**config.mk**
```make
export PLATFORM = sky130hd
export DESIGN_NAME = seq_mult
export DESIGN_NICKNAME = d
export VERILOG_FILES = /design/src/rtl/mult_pkg.sv /design/src/rtl/rca_adder.sv /design/src/rtl/seq_mult.sv
export SDC_FILE = /design/constraint.sdc
export NUM_CORES = 1
export LEC_CHECK = 0
export BUFFER_PORTS_ARGS = -buffer_cell sky130_fd_sc_hd__buf_2
export CORE_ASPECT_RATIO = 2
export CORE_MARGIN = 1.5
export CORE_UTILIZATION = 55
export DETAILED_ROUTE_END_ITERATION = 10
export PLACE_DENSITY_LB_ADDON = 0.25
export RECOVER_POWER = 25
export SLEW_MARGIN = 15
export SYNTH_ARGS = -nofsm -noshare
export SYNTH_HDL_FRONTEND = slang
export SYNTH_SLANG_ARGS = --single-unit
```
**constraint.sdc**
```tcl
create_clock -name clk -period 3 [get_ports clk]
set_input_delay 0 -clock clk [delete_from_list [all_inputs] [get_ports clk]]
set_output_delay 0 -clock clk [all_outputs]
set_load 0.03 [all_outputs]
```
**src/rtl/mult_pkg.sv**
```systemverilog
// Shared types and limits for the sequential shift-add multiplier.
package mult_pkg;

  // Supported operand widths.
  localparam int WIDTH_MIN = 2;
  localparam int WIDTH_MAX = 32;

  // Controller states; 2'b11 is never entered and falls back to IDLE.
  typedef enum logic [1:0] {
    IDLE = 2'b00,
    RUN  = 2'b01,
    DONE = 2'b10
  } mult_state_t;

  // True when an operand width lies inside the supported range.
  function automatic bit width_ok(input int w);
    return (w >= WIDTH_MIN) && (w <= WIDTH_MAX);
  endfunction

endpackage

```
**src/rtl/rca_adder.sv**
```systemverilog
// Ripple-carry adder assembled from single-bit full-adder cells.

module full_adder (
  input  logic a,
  input  logic b,
  input  logic cin,
  output logic sum,
  output logic cout
);

  // One bit of sum and carry.
  always_comb begin
    sum  = a ^ b ^ cin;
    cout = (a & b) | (a & cin) | (b & cin);
  end

endmodule

module rca_adder #(
  parameter int WIDTH = 4
) (
  input  logic [WIDTH-1:0] a,
  input  logic [WIDTH-1:0] b,
  input  logic             cin,
  output logic [WIDTH-1:0] sum,
  output logic             cout
);

  logic [WIDTH:0] carry;

  assign carry[0] = cin;
  assign cout     = carry[WIDTH];

  for (genvar i = 0; i < WIDTH; i++) begin : g_bit
    full_adder u_fa (
      .a   (a[i]),
      .b   (b[i]),
      .cin (carry[i]),
      .sum (sum[i]),
      .cout(carry[i+1])
    );
  end

endmodule

```
**src/rtl/seq_mult.sv**
```systemverilog
// Multi-cycle shift-add multiplier: one partial-product row per clock through
// a single ripple-carry adder. Signed operations run on magnitudes and the
// sign is applied to the final product.
module seq_mult
  import mult_pkg::*;
#(
  parameter int WIDTH = 4
) (
  input  logic               clk,
  input  logic               rst,
  input  logic               in_valid,
  output logic               in_ready,
  input  logic [WIDTH-1:0]   a,
  input  logic [WIDTH-1:0]   b,
  input  logic               is_signed,
  output logic               out_valid,
  input  logic               out_ready,
  output logic [2*WIDTH-1:0] product,
  output logic               busy
);

  if (!width_ok(WIDTH)) begin : g_bad_width
    $error("seq_mult: WIDTH must lie between WIDTH_MIN and WIDTH_MAX");
  end

  localparam int CW = $clog2(WIDTH);
  localparam logic [CW-1:0]      LAST_COUNT = CW'(WIDTH - 1);
  localparam logic [CW-1:0]      CNT_ONE    = 1;
  localparam logic [WIDTH-1:0]   ONE_W      = 1;
  localparam logic [2*WIDTH-1:0] ONE_2W     = 1;

  mult_state_t state, state_next;

  logic [WIDTH-1:0]   mcand;
  logic [WIDTH-1:0]   mplr;
  logic [WIDTH-1:0]   acc_hi;
  logic [CW-1:0]      count;
  logic               neg;

  logic               accept;
  logic               step;
  logic               last;

  logic [WIDTH-1:0]   a_mag;
  logic [WIDTH-1:0]   b_mag;
  logic [WIDTH-1:0]   add_sum;
  logic               add_cout;
  logic [WIDTH:0]     row_sum;
  logic [WIDTH-1:0]   acc_next;
  logic [WIDTH-1:0]   mplr_next;
  logic [2*WIDTH-1:0] raw_prod;
  logic [2*WIDTH-1:0] final_prod;

  rca_adder #(.WIDTH(WIDTH)) u_add (
    .a   (acc_hi),
    .b   (mcand),
    .cin (1'b0),
    .sum (add_sum),
    .cout(add_cout)
  );

  // Operand magnitudes at accept time, and the shift-add row for this cycle.
  always_comb begin
    a_mag      = (is_signed && a[WIDTH-1]) ? (~a + ONE_W) : a;
    b_mag      = (is_signed && b[WIDTH-1]) ? (~b + ONE_W) : b;
    row_sum    = mplr[0] ? {add_cout, add_sum} : {1'b0, acc_hi};
    acc_next   = row_sum[WIDTH:1];
    mplr_next  = {row_sum[0], mplr[WIDTH-1:1]};
    raw_prod   = {acc_next, mplr_next};
    final_prod = neg ? (~raw_prod + ONE_2W) : raw_prod;
  end

  // Controller state register.
  always_ff @(posedge clk or posedge rst) begin
    if (rst) state <= IDLE;
    else     state <= state_next;
  end

  // Next-state decode and state-only outputs.
  always_comb begin
    state_next = IDLE;
    accept     = 1'b0;
    step       = 1'b0;
    last       = 1'b0;
    in_ready   = 1'b0;
    out_valid  = 1'b0;
    busy       = 1'b0;
    case (state)
      IDLE: begin
        in_ready   = 1'b1;
        accept     = in_valid;
        state_next = in_valid ? RUN : IDLE;
      end
      RUN: begin
        busy       = 1'b1;
        step       = 1'b1;
        last       = (count == LAST_COUNT);
        state_next = last ? DONE : RUN;
      end
      DONE: begin
        busy       = 1'b1;
        out_valid  = 1'b1;
        state_next = out_ready ? IDLE : DONE;
      end
      default: state_next = IDLE;
    endcase
  end

  // Datapath: load magnitudes on accept, shift-add in RUN, capture the result.
  always_ff @(posedge clk or posedge rst) begin
    if (rst) begin
      mcand   <= '0;
      mplr    <= '0;
      acc_hi  <= '0;
      count   <= '0;
      neg     <= 1'b0;
      product <= '0;
    end else if (accept) begin
      mcand  <= a_mag;
      mplr   <= b_mag;
      neg    <= is_signed & (a[WIDTH-1] ^ b[WIDTH-1]);
      acc_hi <= '0;
      count  <= '0;
    end else if (step) begin
      acc_hi <= acc_next;
      mplr   <= mplr_next;
      count  <= count + CNT_ONE;
      if (last) product <= final_prod;
    end
  end

endmodule
```
[Word level (Yosys, flattened, before mapping)]
Index checks and enable logic that the tools add are counted.
Storage, ports and cells
  register bits after elaboration: 25
  output and inout bits: 11
  logic and storage cells: 69
Operators by class
  add/subtract/negate cells: 4
  eq/ne operators: 3
  muxes and demuxes: 20
  bitwise gates (word level): 29
  reductions and logical operators: 6
Operators with widths (number)
  4-bit two-way mux: 6
  1-bit bitwise AND: 11
  4-bit by 1-bit adder with 4-bit output (second input constant): 2
  8-bit by 1-bit adder with 8-bit output (second input constant): 1
  2-bit two-way mux: 4
  8-bit two-way mux: 1
  4-bit inverter: 2
  8-bit inverter: 1
  1-bit bitwise XOR: 8
  1-bit two-way mux: 7
  1-bit OR: 6
  2-bit one-hot mux with 3 select lines: 1
  5-bit two-way mux: 1
  2-bit == test (second input constant): 2
  3-bit AND reduction: 1
  2-bit by 1-bit adder with 2-bit output (second input constant): 1
  2-bit by 1-bit == test with 1-bit output (second input constant): 1
  1-bit logical AND: 2
  2-bit logical NOT: 1
  2-bit nonzero test: 1
  2-bit OR reduction: 1
  1-bit inverter: 1

[Logic depth before layout (Yosys ltp)]
  depth in word-level cells: 14
  mapped depth: 10
  mapped depth without buffers: 10

[Hierarchy]
From an unflattened synthesis, not the netlist that was laid out.
Unflattened totals
  cells, all modules: 159
  area, all modules: 1560.2 µm²
Modules (own cells, without submodules)
  seq_mult: times used 1, cells an instance 155, area an instance 1480.2 µm²
  full_adder: times used 4, cells an instance 1, area an instance 20.0 µm²

[Least setup slack after synthesis]
OpenSTA, ideal clock, no wires.
  kind: reg-to-reg
  from: reg acc_hi[0]
  to: reg product[7]
  library setup time: 0.082 ns
  arrival: 2.601 ns
  required time: 2.918 ns
  slack: 0.317 ns
  stages on the path, launching flop included: 11
  buffers on the path: 0
  clock period less this slack: 2.683 ns
  cells stage by stage: dfrtp_1 -> ha_1 -> inv_1 -> fa_1 -> fa_1 -> inv_1 -> fa_1 -> mux2i_4 -> o211ai_1 -> a21o_1 -> a31oi_1
On the way
  cells in the longest elaborated chain, start to end: 14
  elaborated cells between the ends (all ways): 21
RTL lines
  start, declared: line seq_mult.sv:36  | logic [WIDTH-1:0] acc_hi;
  start signal, assigned: line seq_mult.sv:125  | acc_hi <= acc_next;
  1-bit bitwise AND (2 in series): line rca_adder.sv:14  | cout = (a & b) | (a & cin) | (b & cin);
  1-bit OR (2 in series): line rca_adder.sv:14
  1-bit bitwise AND: line rca_adder.sv:14
  1-bit OR (2 in series): line rca_adder.sv:14
  1-bit bitwise AND: line rca_adder.sv:14
  1-bit OR (2 in series): line rca_adder.sv:14
  5-bit two-way mux (*): line seq_mult.sv:66  | row_sum = mplr[0] ? {add_cout, add_sum} : {1'b0, acc_hi};
  8-bit inverter: line seq_mult.sv:70  | final_prod = neg ? (~raw_prod + ONE_2W) : raw_prod;
  8-bit by 1-bit adder with 8-bit output: line seq_mult.sv:70
  8-bit two-way mux (*): line seq_mult.sv:70
  end signal, assigned: line seq_mult.sv:128  | if (last) product <= final_prod;
  end, declared: line seq_mult.sv:18  | output logic [2*WIDTH-1:0] product,
Every way passes the cells marked *; elsewhere a longest branch is shown, timed or not.
A chain may end at the register's enable or synchronous reset.

[Worst setup path in the final report]
Same ends and word-level chain as after synthesis.

==> impl_results.md <==
- Worst Hold Endpoint: mcand[0]
- I/O Pins: 24
- Pwr Density: 1070 mW/mm^2
- Drt first pass iters: 4
- Crit path kind: flip-flop to flip-flop
- Routed Antenna Nets: 0
- Clock Power Share: 0.106
- GPL Wtd Cong: 0.735
- Total track usage: 0.224
- Synth Area in XOR/XNOR: 0.0398
- Setup Fix Bufs, Post-CTS: 0
- Die Wd: 40.4 um
- Largest family of logic cells by synthesized area: simple AND/OR/NAND/NOR gates
- First-pass GRT wire length: 5130 um
- CP Capture Type: flip-flop
- Minimum clock period: 2.82 ns
- Die height: 77.9 um
- Layout Skew: about 0.0076 ns
- Yosys reg bits: 25
- Worst slew margin: 0.392
- Dpl cell area: 0.00166 mm^2
- Slowest-stage cell, CP: fa_1
- Post-Synthesis Cells: between 150 and 200
- Hold Slack: 0.00141 ns
- Layout net count: 216
- Leak: between 0.8 and 0.9 nW
- Hold Fails Final Rpt: 0
- Drt via density: 5.63
- Netlist cell types: 35
- Mux cell area share after synthesis: 0.0739
- Layout area overhead: 13.2%
- Yosys warns: 0
- Most common cell after layout, fill and taps aside: dfrtp_1
- Pins Over Slew Limit: 0
- Post-Layout Inst Area: 0.00175 mm^2
- # clock sinks: 25
- Largest net degree at the start of global routing: 26
- Most frequent cells in the layout: dfrtp_1, nand2_1, inv_1, buf_2, o21ai_1
- CP Launch Type: flip-flop
- Vias in the first global route: between 1000 and 1500
- TNS Setup: 0 ns
- Hold depth: 3
- Reg2Reg Setup Slack: 0.18 ns
- Period utilization: 0.940
- DR vias: 1227
- Share of cells above drive strength 1: 0.116
- Starting Density: 0.570
- Fill cell count: 251
- DRC: 0
- Hold_sp: a[0]
- CTS clk-pin slew, worst paths: 0.09 ns
- CTS tree: yes
- Max Clk Rate: 355 MHz
- Net Switching: 0.880 mW
- Status: completed
- Post-synthesis compound-gate area fraction: 0.114
- Fraction of registers with async set/reset: 1.00
- Int Power: about 1 mW
- Max cap viols: 0
- Initial antenna violation count: 0
- Worst endpoint data arrival time: 3.01 ns
- Most used cell along the critical path: fa_1
- GRT Residual Overflow: 0
- Most common flop cell mapped by yosys: dfrtp_1
- CP Max Fanout: 5
- Routed wire length: slightly below 3000 um
- Die area: 0.00315 mm^2
- Sw Ratio: 0.473
- Critical path cell sequence: ha_1 > inv_1 > fa_1 > fa_1 > inv_1 > fa_1 > mux2i_4 > o211ai_1 > a21o_1 > a31oi_1
- Dpl hpwl: 2370 um
- Wire length per cell: 13.6 um
- Register area share after synthesis: 0.406
- H-tree levels: 1
- HP Class: input pin to flip-flop
- I/O Buffers: 23
- Worst Max-Slew Pin Slew: roughly 0.9 ns
- CP required: roughly 3.2 ns
- Clk_lat worst skew: approximately 0.27 ns
- Final Power: roughly 1.9 mW
- Worst R2R Path Depth: 10
- CP peak stage delay: 0.44 ns
- First DRT Iteration DRCs: 21
- Root Buffer: clkbuf_8
- # rows: 27
- Max IR drop VDD: 0.572 mV
- CTS buffer count: 3
- Synth Area in Adders: 0.120
- Syn Area/Cell: 9.46 um^2
- N_diodes: 0
- Sequential power share: 0.350
- RSZ-0062 raised after global routing: no
- Worst reg2reg path endpoint: product[7]
- Endpoints failing setup: 0
- Post-synth EDFFs: 0
- Deepest clock path buffer count: 2
- Simple-Gate Fraction of Synth Area: 0.186
- Core area: 0.00270 mm^2
- Finished Layout Cells: 218
- Syn Std Cell Area: 0.00154 mm^2
- Comb pwr share: 0.544
- RR Startpoint: acc_hi[0]
- Synth Net Count: 189
- Dpl cells: 209
worst max-delay path by stage:
stage,end,depth (start not counted),start
floorplan,product[7],10,acc_hi[0]
global placement,product[7],10,acc_hi[0]
detailed placement,product[7],10,acc_hi[0]
CTS,product[7],10,acc_hi[0]
global route,product[7],10,acc_hi[0]
finish,product[7],10,acc_hi[0]
Yosys cell counts (2+ instances only):
library cell,count,area share
o31ai_1,3,0.015
buf_2,2,0.0065
a211oi_1,3,0.015
nand3_1,7,0.023
dfrtp_1,25,0.41
xnor2_1,5,0.028
nor2b_1,2,0.0081
inv_1,15,0.037
nor2_1,8,0.019
a21oi_1,6,0.019
ha_1,10,0.081
nand2b_1,4,0.016
xor2_1,2,0.011
clkbuf_1,4,0.0097
mux2i_1,8,0.052
fa_1,3,0.039
o211ai_1,2,0.0097
o21ai_1,12,0.039
nand2_1,23,0.056
and3_1,3,0.012
nor3_1,2,0.0065
per-layer routing:
metal,up-vias,GRT usage,part of all wire
li1,604,-,-
met1,583,0.211,0.36
met2,29,0.416,0.59
met3,11,0.0286,0.027
met4,0,0.107,0.030
met5,-,0,0
timing repair:
action                                 4_1_cts  5_1_grt
gates resized for setup                      0        1
endpoints found under the hold margin       29        0
hold buffers                                 5        0
setup endpoints to repair                    0        1
final cells by class:
| type | count | area (um^2) | area share |
|---|---|---|---|
| flip-flops and latches | 25 | 627 | 0.359 |
| multi-input cells | 116 | 823 | 0.472 |
| clock inverters | 1 | 5.00 | 0.00287 |
| inverters | 15 | 56.3 | 0.0323 |
| well taps | 29 | 36.3 | 0.0208 |
| clock buffers | 3 | 41.3 | 0.0237 |
| repair buffers | 29 | 156 | 0.0896 |
worst max-delay path: cells and delay by family (launching register included):
kind	cells	cell delay, ns
buffers and inverters	2	0.15
adder cells (fa/ha/maj)	4	1.46
multiplexers	1	0.20
flip-flops	1	0.43
AO/OA/AOI/OAI	3	0.52
power by group through the flow:
stage	registers, mW	clock network, mW	logic (mW)
after CTS	0.651	0.200	1.05
after global placement	0.645	0	0.989
final	0.653	0.197	1.01
after global routing	0.679	0.217	1.13
after detailed placement	0.659	0	1.04
after floorplan	0.691	0	0.772
flip-flops by register name (all words and copies together) (netlist names):
register,flops
acc_hi,4
count,2
mcand,4
mplr,4
neg,1
product,8
state,2
through the flow:
step,util,setup WS [ns]
floorplan,-,0.317
global placement,0.616,0.233
detailed placement,0.616,0.144
CTS,0.651,0.131
global route,0.646,0.0622
finish,0.646,0.181
cells by family (layout without fill, tap and decap cells):
family / after synthesis / in the layout
and+or+nand+nor: 56 / 56
adders and majority gates: 13 / 13
xor gates and xnor gates: 7 / 7
muxes: 10 / 10
buffers and inverters: 22 / 48
AOI/OAI and AO/OA: 30 / 30
DFF: 25 / 25
Power figures use the tool's default switching activity.
